`config.mk`:
```
export PLATFORM = sky130hd
export DESIGN_NAME = rotate_pipe
export DESIGN_NICKNAME = d
export VERILOG_FILES = /design/src/rtl/rotate_pipe.sv
export SDC_FILE = /design/constraint.sdc
export NUM_CORES = 1
export LEC_CHECK = 0
export BUFFER_PORTS_ARGS = -buffer_cell sky130_fd_sc_hd__buf_2
export CORE_MARGIN = 4
export CORE_UTILIZATION = 56
export CTS_CLUSTER_SIZE = 24
export DETAILED_ROUTE_END_ITERATION = 10
export GPL_TIMING_DRIVEN = 0
export PLACE_DENSITY_LB_ADDON = 0.15
export RECOVER_POWER = 25
export SYNTH_ARGS = -nofsm -noshare
export SYNTH_HDL_FRONTEND = slang
export SYNTH_SLANG_ARGS = --single-unit
```
`constraint.sdc`:
```
create_clock -name clk -period 1.8 [get_ports clk]
set_input_delay 0.27 -clock clk [delete_from_list [all_inputs] [get_ports clk]]
set_output_delay 0.27 -clock clk [all_outputs]
set_load 0.02 [all_outputs]
```
`src/rtl/rotate_pipe.sv`:
```
// Pipelined barrel rotator/shifter, one registered stage per shift-amount bit, valid/ready on both sides.
// Optional completed-operation counter port ops_count is enabled by defining ROTATE_PIPE_STATS_EN.
module rotate_pipe #(
  parameter int WIDTH = 8,
  parameter int SHW   = $clog2(WIDTH)
) (
  input  logic             clk,
  input  logic             rst,
  input  logic             in_valid,
  output logic             in_ready,
  input  logic [WIDTH-1:0] in_data,
  input  logic [SHW-1:0]   in_amt,
  input  logic             in_dir,
  input  logic [1:0]       in_mode,
  output logic             out_valid,
  input  logic             out_ready,
  output logic [WIDTH-1:0] out_data
`ifdef ROTATE_PIPE_STATS_EN
  ,
  output logic [15:0]      ops_count
`endif
);

  localparam logic [1:0] MODE_ROT = 2'b00;
  localparam logic [1:0] MODE_LSH = 2'b01;
  localparam logic [1:0] MODE_ASH = 2'b10;

  // Shift by k = 2^s when en is set; right arithmetic fills with the current MSB.
  function automatic logic [WIDTH-1:0] stage_fn(input logic [WIDTH-1:0] d, input logic en,
                                                input logic dir, input logic [1:0] mode,
                                                input int k);
    logic [WIDTH-1:0] r;
    r = d;
    if (en) begin
      case (mode)
        MODE_ROT: r = dir ? ((d >> k) | (d << (WIDTH - k))) : ((d << k) | (d >> (WIDTH - k)));
        MODE_LSH: r = dir ? (d >> k) : (d << k);
        MODE_ASH: r = dir ? $unsigned($signed(d) >>> k) : (d << k);
        default:  r = d;
      endcase
    end
    return r;
  endfunction

  logic [SHW-1:0]   valid_q;
  logic [WIDTH-1:0] data_q [SHW];
  logic [SHW-1:0]   amt_q  [SHW];
  logic [SHW-1:0]   dir_q;
  logic [1:0]       mode_q [SHW];

  logic [SHW-1:0]   up_valid;
  logic [WIDTH-1:0] up_data  [SHW];
  logic [SHW-1:0]   up_amt   [SHW];
  logic [SHW-1:0]   up_dir;
  logic [1:0]       up_mode  [SHW];
  logic [WIDTH-1:0] data_d   [SHW];
  logic [SHW-1:0]   load;

  genvar gi;
  generate
    for (gi = 0; gi < SHW; gi++) begin : g_stage
      if (gi == 0) begin : g_src_port
        assign up_valid[gi] = in_valid;
        assign up_data[gi]  = in_data;
        assign up_amt[gi]   = in_amt;
        assign up_dir[gi]   = in_dir;
        assign up_mode[gi]  = in_mode;
      end else begin : g_src_stage
        assign up_valid[gi] = valid_q[gi-1];
        assign up_data[gi]  = data_q[gi-1];
        assign up_amt[gi]   = amt_q[gi-1];
        assign up_dir[gi]   = dir_q[gi-1];
        assign up_mode[gi]  = mode_q[gi-1];
      end
      assign data_d[gi] = stage_fn(up_data[gi], up_amt[gi][gi], up_dir[gi], up_mode[gi], 1 << gi);
    end
  endgenerate

  // Load chain walks from the output back to the input so in_ready never depends on in_valid.
  always_comb begin
    logic adv;
    adv  = out_ready;
    load = '0;
    for (int s = SHW - 1; s >= 0; s--) begin
      load[s] = !valid_q[s] || adv;
      adv     = load[s];
    end
  end

  always_ff @(posedge clk) begin
    if (rst) begin
      valid_q <= '0;
      dir_q   <= '0;
      for (int s = 0; s < SHW; s++) begin
        data_q[s] <= '0;
        amt_q[s]  <= '0;
        mode_q[s] <= '0;
      end
    end else begin
      for (int s = 0; s < SHW; s++) begin
        if (load[s]) begin
          valid_q[s] <= up_valid[s];
          if (up_valid[s]) begin
            data_q[s] <= data_d[s];
            amt_q[s]  <= up_amt[s];
            dir_q[s]  <= up_dir[s];
            mode_q[s] <= up_mode[s];
          end
        end
      end
    end
  end

  assign in_ready  = load[0];
  assign out_valid = valid_q[SHW-1];
  assign out_data  = data_q[SHW-1];

`ifdef ROTATE_PIPE_STATS_EN
  logic [15:0] ops_count_q;
  logic [15:0] ops_count_d;

  always_comb begin
    ops_count_d = ops_count_q;
    if (out_valid && out_ready && (ops_count_q != 16'hFFFF)) begin
      ops_count_d = ops_count_q + 16'd1;
    end
  end

  always_ff @(posedge clk) begin
    if (rst) begin
      ops_count_q <= '0;
    end else begin
      ops_count_q <= ops_count_d;
    end
  end

  assign ops_count = ops_count_q;
`endif

endmodule

```
==> run metrics <==
status=finished, final reports clean; Design Power=1.89 mW; final wirelength=3.66 mm; I/O Buffers=25; worst-path maximum fanout=10; clk sinks=36; unique cell type count in the Yosys netlist=31; Cells after Synth=182; slew margin rel.=62.7%; register area share after synthesis=53.6%; syn nets=200; drt drc=0; HPWL after DPL=2.76 mm; Reg clk slew, reported paths=0.12 ns; fillers=277; reg2reg setup slack=0.21 ns; iteration-0 DRC count of the detailed router=97; Overall Global Routing Usage=18.4%; fin crit share=88.1%; CP Cell Sequence=a21boi_2 -> buf_1 -> nor2_1 -> a211oi_1; Rows=21; Setup TNS Final=0 ns; fin nets=232; P&R area growth vs syn=13.5%; RSZ-0062 raised after global routing=false; Worst-Skew Late Latency=0.34 ns; fin crit period=1.59 ns; Max Fclk=631 MHz; Tightest Pin Transition=0.560 ns; clock buffer count from CTS=5; largest net degree at the start of global routing=13; routed len/inst=14.0 um; max incr delay on CP=0.52 ns; Hold Worst Slack=0.191 ns; Post-Syn Area per Cell=10.6 um^2; total of max-cap violations=0; cell leakage power=0.850 nW; die height=66.6 um; Worst EP required=1.98 ns; vias in the first global route=1,472; detailed-route via count=1,486; Core ar.=3340 um^2; Startpoint Class=flip-flop; Hold Vio Cnt, Final=0; Worst Setup End Kind=flip-flop; combined area of all synthesized cells=1920 um^2; Hold Crit Class=primary input to flip-flop; Synth top area share=48.4%; crit path max-delay cell type=edfxtp_1; postcts setup bufs=0; final setup violation count=0; antenna violations before repair=0; Ports=28; Yosys warnings=0; crit path kind=flip-flop to flip-flop; vias per cell=5.69; CTS H-tree depth=2; Die X=66.6 um; Root Driver=clkbuf_4; Congestion Overflow GR=0; Final Max Slew Viols=0; fraction of layout cells with a size suffix above 1=19.5%; Initial Util=57.6%; Area contributors post-synth=edfxtp_1, mux2i_1, dfxtp_1, a211oi_1, nor2_1; CTS tree=built; CTS Buffer Depth=2; CTS Hold Buffers Added=0; post-CTS sizing=0; leading area contributor after synthesis=edfxtp_1; Clock Skew=0.0121 ns; Post-DRT Antenna Nets=0; maximum vdd drop=0.467 mV; WP data arrival=1.76 ns; post-layout util=65.4%; first-pass GRT wire length=6.08 mm; routability cong.=0.866; full die area=4440 um^2; Synth Register Bits=36; DRT Pass-1 Iters=4; PwrDens=864 nW/um^2; n_diodes=0
placed cells by master, fill, tap and decap left out, types with 7 or more instances in the layout:
| cell | instances |
|---|---|
| and2_1 | 9 |
| o21ai_0 | 7 |
| clkbuf_1 | 9 |
| a211oi_1 | 13 |
| a21oi_1 | 9 |
| nand2_1 | 14 |
| edfxtp_1 | 31 |
| buf_2 | 21 |
| mux2i_1 | 12 |
| nor2_1 | 23 |
| buf_4 | 9 |
metrics by stage:
stage / area [um^2] / std cells / setup slack, ns
CTS: 2190 / 261 / 0.109
floorplan: 1920 / 182 / 0.243
global placement: 2110 / 253 / 0.187
global route: 2180 / 261 / 0.0750
finish: 2180 / 261 / 0.215
detailed placement: 2110 / 253 / 0.133
synthesized netlist by cell type:
cell,number
and3_1,3
nand2_1,14
buf_2,2
edfxtp_1,31
inv_1,6
nand3_1,4
a32oi_1,4
mux2i_1,12
clkbuf_1,4
and2_0,1
a31oi_1,1
a21o_1,3
a22oi_1,3
dfxtp_1,5
nand2b_1,5
a211oi_1,13
a21boi_1,1
buf_4,9
a21boi_0,1
a211oi_2,1
nor4b_1,1
nand4b_1,1
nor2_1,23
o21ai_0,7
or2_1,2
nand3b_1,2
o221ai_1,2
a311oi_1,1
a21oi_1,9
buf_6,2
and2_1,9
flip-flops by register name, indices dropped and copies added (netlist names):
| name | count |
|---|---|
| data_q | 24 |
| amt_q | 3 |
| dir_q | 2 |
| mode_q | 4 |
| valid_q | 3 |
layer usage:
metal / up-vias / GRT usage, % / part of all wire (%)
met5: - / 0 / 0
met4: 0 / 8.12 / 1.3
met3: 4 / 4.55 / 6.0
met2: 46 / 36.4 / 55
met1: 709 / 17.3 / 38
li1: 727 / - / -
power by group:
group	switching, mW	leakage, nW	internal [mW]
logic	0.167	0.435	0.124
registers	0.0477	0.373	0.985
clock network	0.274	0.0412	0.290
total	0.488	0.850	1.40
final timing paths:
| path | from | depth (start not counted) | to |
|---|---|---|---|
| setup / recovery | mode_q[0][1]$_SDFFCE_PN0P_ | 4 | data_q[0][12]$_SDFFCE_PN0P_ |
| hold / removal | in_valid | 3 | valid_q[0]$_SDFFE_PP0P_ |
| setup reg to reg | mode_q[0][1]$_SDFFCE_PN0P_ | 4 | data_q[0][12]$_SDFFCE_PN0P_ |
| hold reg to reg | valid_q[0]$_SDFFE_PP0P_ | 2 | valid_q[1]$_SDFFE_PP0P_ |
cell families after synthesis:
| logic type | share of synthesized area, % |
|---|---|
| compound gates | 16.5 |
| buf+inv | 7.16 |
| flops | 53.6 |
| mux | 6.25 |
| simple gates | 16.5 |
critical path, delay by kind of cell (launching register included):
family                 cells  cell delay (ns)
flip-flops                 1             0.52
AO/OA/AOI/OAI              2             0.51
buffers and inverters      1             0.33
AND/OR/NAND/NOR            1             0.07
final cells by class:
cell class	instances	area [um^2]	share of cell area, %
Clock buffer	5	37.5	1.72
Inverter	6	22.5	1.03
Tap cell	46	57.6	2.64
Sequential cell	36	1030	47.2
Timing Repair Buffer	25	118	5.39
Clock inverter	3	42.5	1.95
Multi-Input combinational cell	123	758	34.7
Buffer	17	115	5.28
(Power assumes the default switching activity.)
